## src/rtl/div_ctrl.sv

```systemverilog
// Multi-cycle radix-2 restoring divider for MIPS DIV/DIVU; writes remainder/quotient to HI/LO.
// Optional macro DIV_EARLY_OUT_EN: skip the iterations when |dividend| < |divisor|.
module div_ctrl #(
   parameter int WIDTH = 32
) (
   input  logic             clk,
   input  logic             rst,
   input  logic             start_i,
   input  logic             annul_i,
   input  logic             signed_i,
   input  logic [WIDTH-1:0] opdata1_i,
   input  logic [WIDTH-1:0] opdata2_i,
   output logic             stallreq_o,
   output logic             ready_o,
   output logic             hilo_we_o,
   output logic [WIDTH-1:0] hi_o,
   output logic [WIDTH-1:0] lo_o,
   output logic [1:0]       dbg_state
);

   // Handshake: EX holds start_i until ready_o; ready_o/hilo_we_o pulse for exactly one cycle (END).
   localparam int CW = $clog2(WIDTH + 1);

   typedef enum logic [1:0] {IDLE = 2'd0, ZERO = 2'd1, ON = 2'd2, END = 2'd3} state_t;

   state_t           state, state_nx;
   logic [CW-1:0]    cnt;
   logic [WIDTH-1:0] dvd, dvs, rem, quot;
   logic             s1, s2;
   logic             accept, early_hit, take;
   logic [WIDTH-1:0] abs1, abs2, rem_sub, q_fix, r_fix;
   logic [WIDTH:0]   shifted;

   assign accept = (state == IDLE) && start_i && !annul_i;
   assign abs1   = (signed_i && opdata1_i[WIDTH-1]) ? -opdata1_i : opdata1_i;
   assign abs2   = (signed_i && opdata2_i[WIDTH-1]) ? -opdata2_i : opdata2_i;

`ifdef DIV_EARLY_OUT_EN
   assign early_hit = (abs1 < abs2);
`else
   assign early_hit = 1'b0;
`endif

   // One restoring step: the true difference always fits WIDTH bits when it is kept.
   assign shifted = {rem, dvd[WIDTH-1]};
   assign take    = (shifted >= {1'b0, dvs});
   assign rem_sub = shifted[WIDTH-1:0] - dvs;

   assign q_fix = (s1 ^ s2) ? -quot : quot;
   assign r_fix = s1 ? -rem : rem;

   assign hilo_we_o = ready_o;
   assign dbg_state = state;

   always_ff @(posedge clk) begin
      if (!rst) state <= IDLE;
      else      state <= state_nx;
   end

   always_comb begin
      state_nx   = state;
      stallreq_o = 1'b0;
      case (state)
         IDLE: begin
            if (accept) begin
               stallreq_o = 1'b1;
               state_nx   = ((opdata2_i == '0) || early_hit) ? ZERO : ON;
            end
         end
         ZERO: begin
            stallreq_o = 1'b1;
            state_nx   = annul_i ? IDLE : END;
         end
         ON: begin
            stallreq_o = 1'b1;
            if (annul_i)                   state_nx = IDLE;
            else if (cnt == CW'(WIDTH))    state_nx = END;
         end
         END:     state_nx = IDLE;
         default: state_nx = IDLE;
      endcase
   end

   // ZERO doubles as the early-out finish: rem/quot are preloaded at accept.
   always_ff @(posedge clk) begin
      if (!rst) begin
         cnt     <= '0;
         ready_o <= 1'b0;
         hi_o    <= '0;
         lo_o    <= '0;
         dvd     <= '0;
         dvs     <= '0;
         rem     <= '0;
         quot    <= '0;
         s1      <= 1'b0;
         s2      <= 1'b0;
      end else begin
         ready_o <= 1'b0;
         case (state)
            IDLE: begin
               if (accept) begin
                  dvd  <= abs1;
                  dvs  <= abs2;
                  rem  <= early_hit ? abs1 : '0;
                  quot <= '0;
                  s1   <= signed_i & opdata1_i[WIDTH-1];
                  s2   <= signed_i & opdata2_i[WIDTH-1];
                  cnt  <= '0;
               end
            end
            ZERO: begin
               if (!annul_i) begin
                  hi_o    <= r_fix;
                  lo_o    <= q_fix;
                  ready_o <= 1'b1;
               end
            end
            ON: begin
               if (!annul_i) begin
                  if (cnt == CW'(WIDTH)) begin
                     hi_o    <= r_fix;
                     lo_o    <= q_fix;
                     ready_o <= 1'b1;
                  end else begin
                     rem  <= take ? rem_sub : shifted[WIDTH-1:0];
                     quot <= {quot[WIDTH-2:0], take};
                     dvd  <= {dvd[WIDTH-2:0], 1'b0};
                     cnt  <= cnt + CW'(1);
                  end
               end
            end
            default: ;
         endcase
      end
   end

endmodule

```

## config.mk

```make
export PLATFORM = sky130hd
export DESIGN_NAME = div_ctrl
export DESIGN_NICKNAME = d
export VERILOG_FILES = /design/src/rtl/div_ctrl.sv
export SDC_FILE = /design/constraint.sdc
export NUM_CORES = 1
export LEC_CHECK = 0
export BUFFER_PORTS_ARGS = -buffer_cell sky130_fd_sc_hd__buf_2
export CAP_MARGIN = 30
export CORE_UTILIZATION = 40
export CTS_CLUSTER_DIAMETER = 60
export DETAILED_ROUTE_END_ITERATION = 12
export GPL_TIMING_DRIVEN = 0
export MAX_ROUTING_LAYER = met4
export PLACE_DENSITY = 0.59
export SYNTH_ARGS = -nofsm -noshare
export SYNTH_HDL_FRONTEND = slang
export SYNTH_SLANG_ARGS = --single-unit
```

## constraint.sdc

```tcl
create_clock -name clk -period 3.55 [get_ports clk]
set_input_delay 0.355 -clock clk [delete_from_list [all_inputs] [get_ports clk]]
set_output_delay 0.355 -clock clk [all_outputs]
set_load 0.02 [all_outputs]
```

==> reports/qor.txt <==
drt first pass iters -> 5
clk_skew -> 18.3 ps
Bufs on Longest Clock Path -> 3
CP startpoint kind -> register
Synth Cell Area -> 12100 um^2
drt wl/cell -> 16.1 um
Arr. time, crit path -> 3720 ps
synthesized netlist cell count -> 1513
Initial Util -> 40.7%
Slew Viols, Final -> 0
global-route wire length before repair -> 54.0 mm
clock period minus worst slack -> 3320 ps
Leak Pwr -> 5.91 nW
Detailed Route WL -> 33.5 mm
post-synthesis register bit count -> 203
1st-iter DRT viols -> 696
via count of the first global-routing pass -> 10200
ratio of cells with drive above 1 in the final layout -> 13.2%
CTS HTree Levels -> 1
total number of vias -> 11000
Die Y-Extent -> 176 um
syn_nets -> 1625
core area -> 29600 um^2
Critical Path RT -> 3950 ps
critical setup path kind -> register to register
setup ws final -> 233 ps
syn avg cell area -> 7.97 um^2
total grt overflow -> 0
Inserted Diodes -> 0
CP Capture Type -> register
DP Wirelength -> 26.0 mm
outcome -> finished clean
fraction of registers with async set/reset -> 0%
largest net degree at the start of global routing -> 14
sequential cell area -> 4060 um^2
Period Utilization, post-route -> 93.4%
delay of the slowest critical-path stage -> 460 ps
area of the multi-input gates -> 7390 um^2
Sink Count -> 203
post-route cell area -> 14100 um^2
sequential share of the synthesized area -> 33.7%
FP Rows -> 63
die area -> 30800 um^2
Max Cap Viol -> 0
Crit-path slowest cell -> a221o_1
Top FF cell, synth -> dfxtp_1
setup bufs post-CTS -> 0
Die X-Extent -> 176 um
maximum vdd drop -> 347 uV
Via density -> 5.28
I/O Pins -> 138
total track usage -> 22.2%
worst path cell trace -> inv_1 -> ha_1 -> inv_1 -> fa_1 -> a21o_1 -> a221oi_4 -> o221ai_2 -> a221o_1 -> o2111ai_2 -> nand2_1 -> mux2i_1 -> nor4_2 -> o21ai_1
worst-path maximum fanout -> 4
EDFF count, synth -> 0
clk_lat worst skew -> 520 ps
Nets -> 1786
number of fill cells -> 3024
Power per Cell Area -> 618 nW/um^2
worst-margin pin slew -> 985 ps
DP Worst Slack -> -2.79 ps
# setup viols final -> 0
# DRC -> 0
GP Congestion -> 0.880
f_max -> 0.301 GHz
CP dominant cell by count -> inv_1
CTS clock-pin slew for the worst setup and hold paths -> 60 ps
RSZ-0062 raised after global routing -> no
Ys Warns -> 0
synth unique cells -> 76
CTS Buf Count -> 23
synthesis-to-layout area growth -> 17.0%
root buffer cell -> clkbuf_16
IO buf count -> 136
Slew HR -> 33.9%
DP Area -> 13200 um^2
Detail Route Antenna Nets -> 0
CTS tree -> done
Fin. Hold Viols -> 0
initial antenna violation count -> 0
Hold Crit Class -> input pin to register
## layout make-up
type	count	area share, %
tap	390	3.46
multi-input combinational	1150	52.4
inverter	69	1.84
clock buffer	31	4.86
timing repair buffer	136	4.83
clock inverter	11	1.18
buffer	91	2.60
sequential	203	28.8
## cells in the mapped netlist (6+ instances only)
cell	n	share of area (%)
nand3_1	18	0.75
nor3_1	21	0.87
o31ai_1	22	1.4
nor2b_1	10	0.52
a22oi_1	35	2.2
xor2_1	85	6.2
dfxtp_1	203	34
and3_1	8	0.42
a211oi_1	51	3.2
a32oi_1	10	0.73
a21oi_1	82	3.4
nor2_1	153	4.8
or3_1	12	0.62
nand4_1	6	0.31
o211a_1	31	2.6
nor4_1	6	0.31
nand2_1	204	6.4
and2_1	9	0.47
o21ai_0	73	3.0
o41ai_1	7	0.51
o21ai_1	43	1.8
a21boi_0	28	1.7
ha_1	42	4.4
xnor2_1	62	4.5
inv_1	67	2.1
clkbuf_1	81	2.5
mux2i_1	20	1.7
a31oi_1	10	0.52
a21o_1	15	0.93
or4_1	8	0.50
## routing by layer
metal / up-vias / routed length, um / part of all wire [%] / track usage (%)
met3: 31 / 1440 / 4.3 / 2.81
li1: 5650 / - / - / -
met2: 236 / 14800 / 44 / 34.6
met1: 5078 / 16900 / 50 / 30.8
met4: 0 / 378 / 1.1 / 3.91
met5: - / 0 / 0 / -
## power by group
group / switching, mW / internal, mW
sequential: 0.177 / 2.58
clock: 0.979 / 1.65
combinational: 2.15 / 1.18
## flip-flops by register name, indices dropped and copies added, names as in the netlist
name,flops
dvs,32
hilo_we_o,1
s1,1
rem,32
quot,32
lo_o,32
cnt,6
dbg_state,2
s2,1
hi_o,32
dvd,32
## path summary, 6_finish.rpt
kind | startpoint | endpoint | slack, ps | depth (start not counted)
max reg2reg | dvd[31] | rem[28] | 230 | 13
max | dvd[31] | rem[28] | 230 | 13
min | opdata2_i[0] | dvs[0] | 120 | 3
min reg2reg | dvd[26] | dvd[26] | 450 | 2
## worst max-delay path, delay by kind of cell, from the launching register on
family                     cells  cell delay, ps
AOI/OAI and AO/OA              6            1520
adders and majority gates      2             590
buffers and inverters          2             140
DFF                            1             360
muxes                          1             150
and+or+nand+nor                2             430
## cell usage in the layout (no fill, tap or decap), types with 22 or more instances in the layout
master and count:
a21boi_0 28, a211oi_1 51, clkbuf_16 23, dfxtp_1 203
inv_1 67, nand2_1 204, o21ai_0 73, a22oi_1 35
o211a_1 31, ha_1 42, o21ai_1 43, xor2_1 85
o31ai_1 22, nor2_1 153, buf_2 138, xnor2_1 62
a21oi_1 82, clkbuf_1 81
## through the flow
stage               util [%]  cells  setup TNS [ps]  total power, mW  hold WS, ps
global placement        44.6   2039               0             6.07          442
CTS                     47.5   2081               0             8.76          111
detailed placement      44.6   2039           -2.79             6.10          447
floorplan                  -   1513               0             5.17          432
global route            47.6   2081               0             9.27          125
finish                  47.6   2081               0             8.72          123
## what timing repair did
item	in CTS	in global routing
pin swaps	0	0
gates resized for setup	1	3
cloned	0	0
setup endpoints to repair	1	1
hold buffers	0	0
## cells by family after synthesis
group	count (synthesis)	synth area share [%]
buffers and inverters	160	5.19
muxes	21	1.75
DFF	203	33.7
AOI/OAI and AO/OA	442	24.7
xor gates and xnor gates	147	10.7
adders and majority gates	43	4.53
and+or+nand+nor	497	19.5
Note: power is estimated with default switching activity, not from simulation.
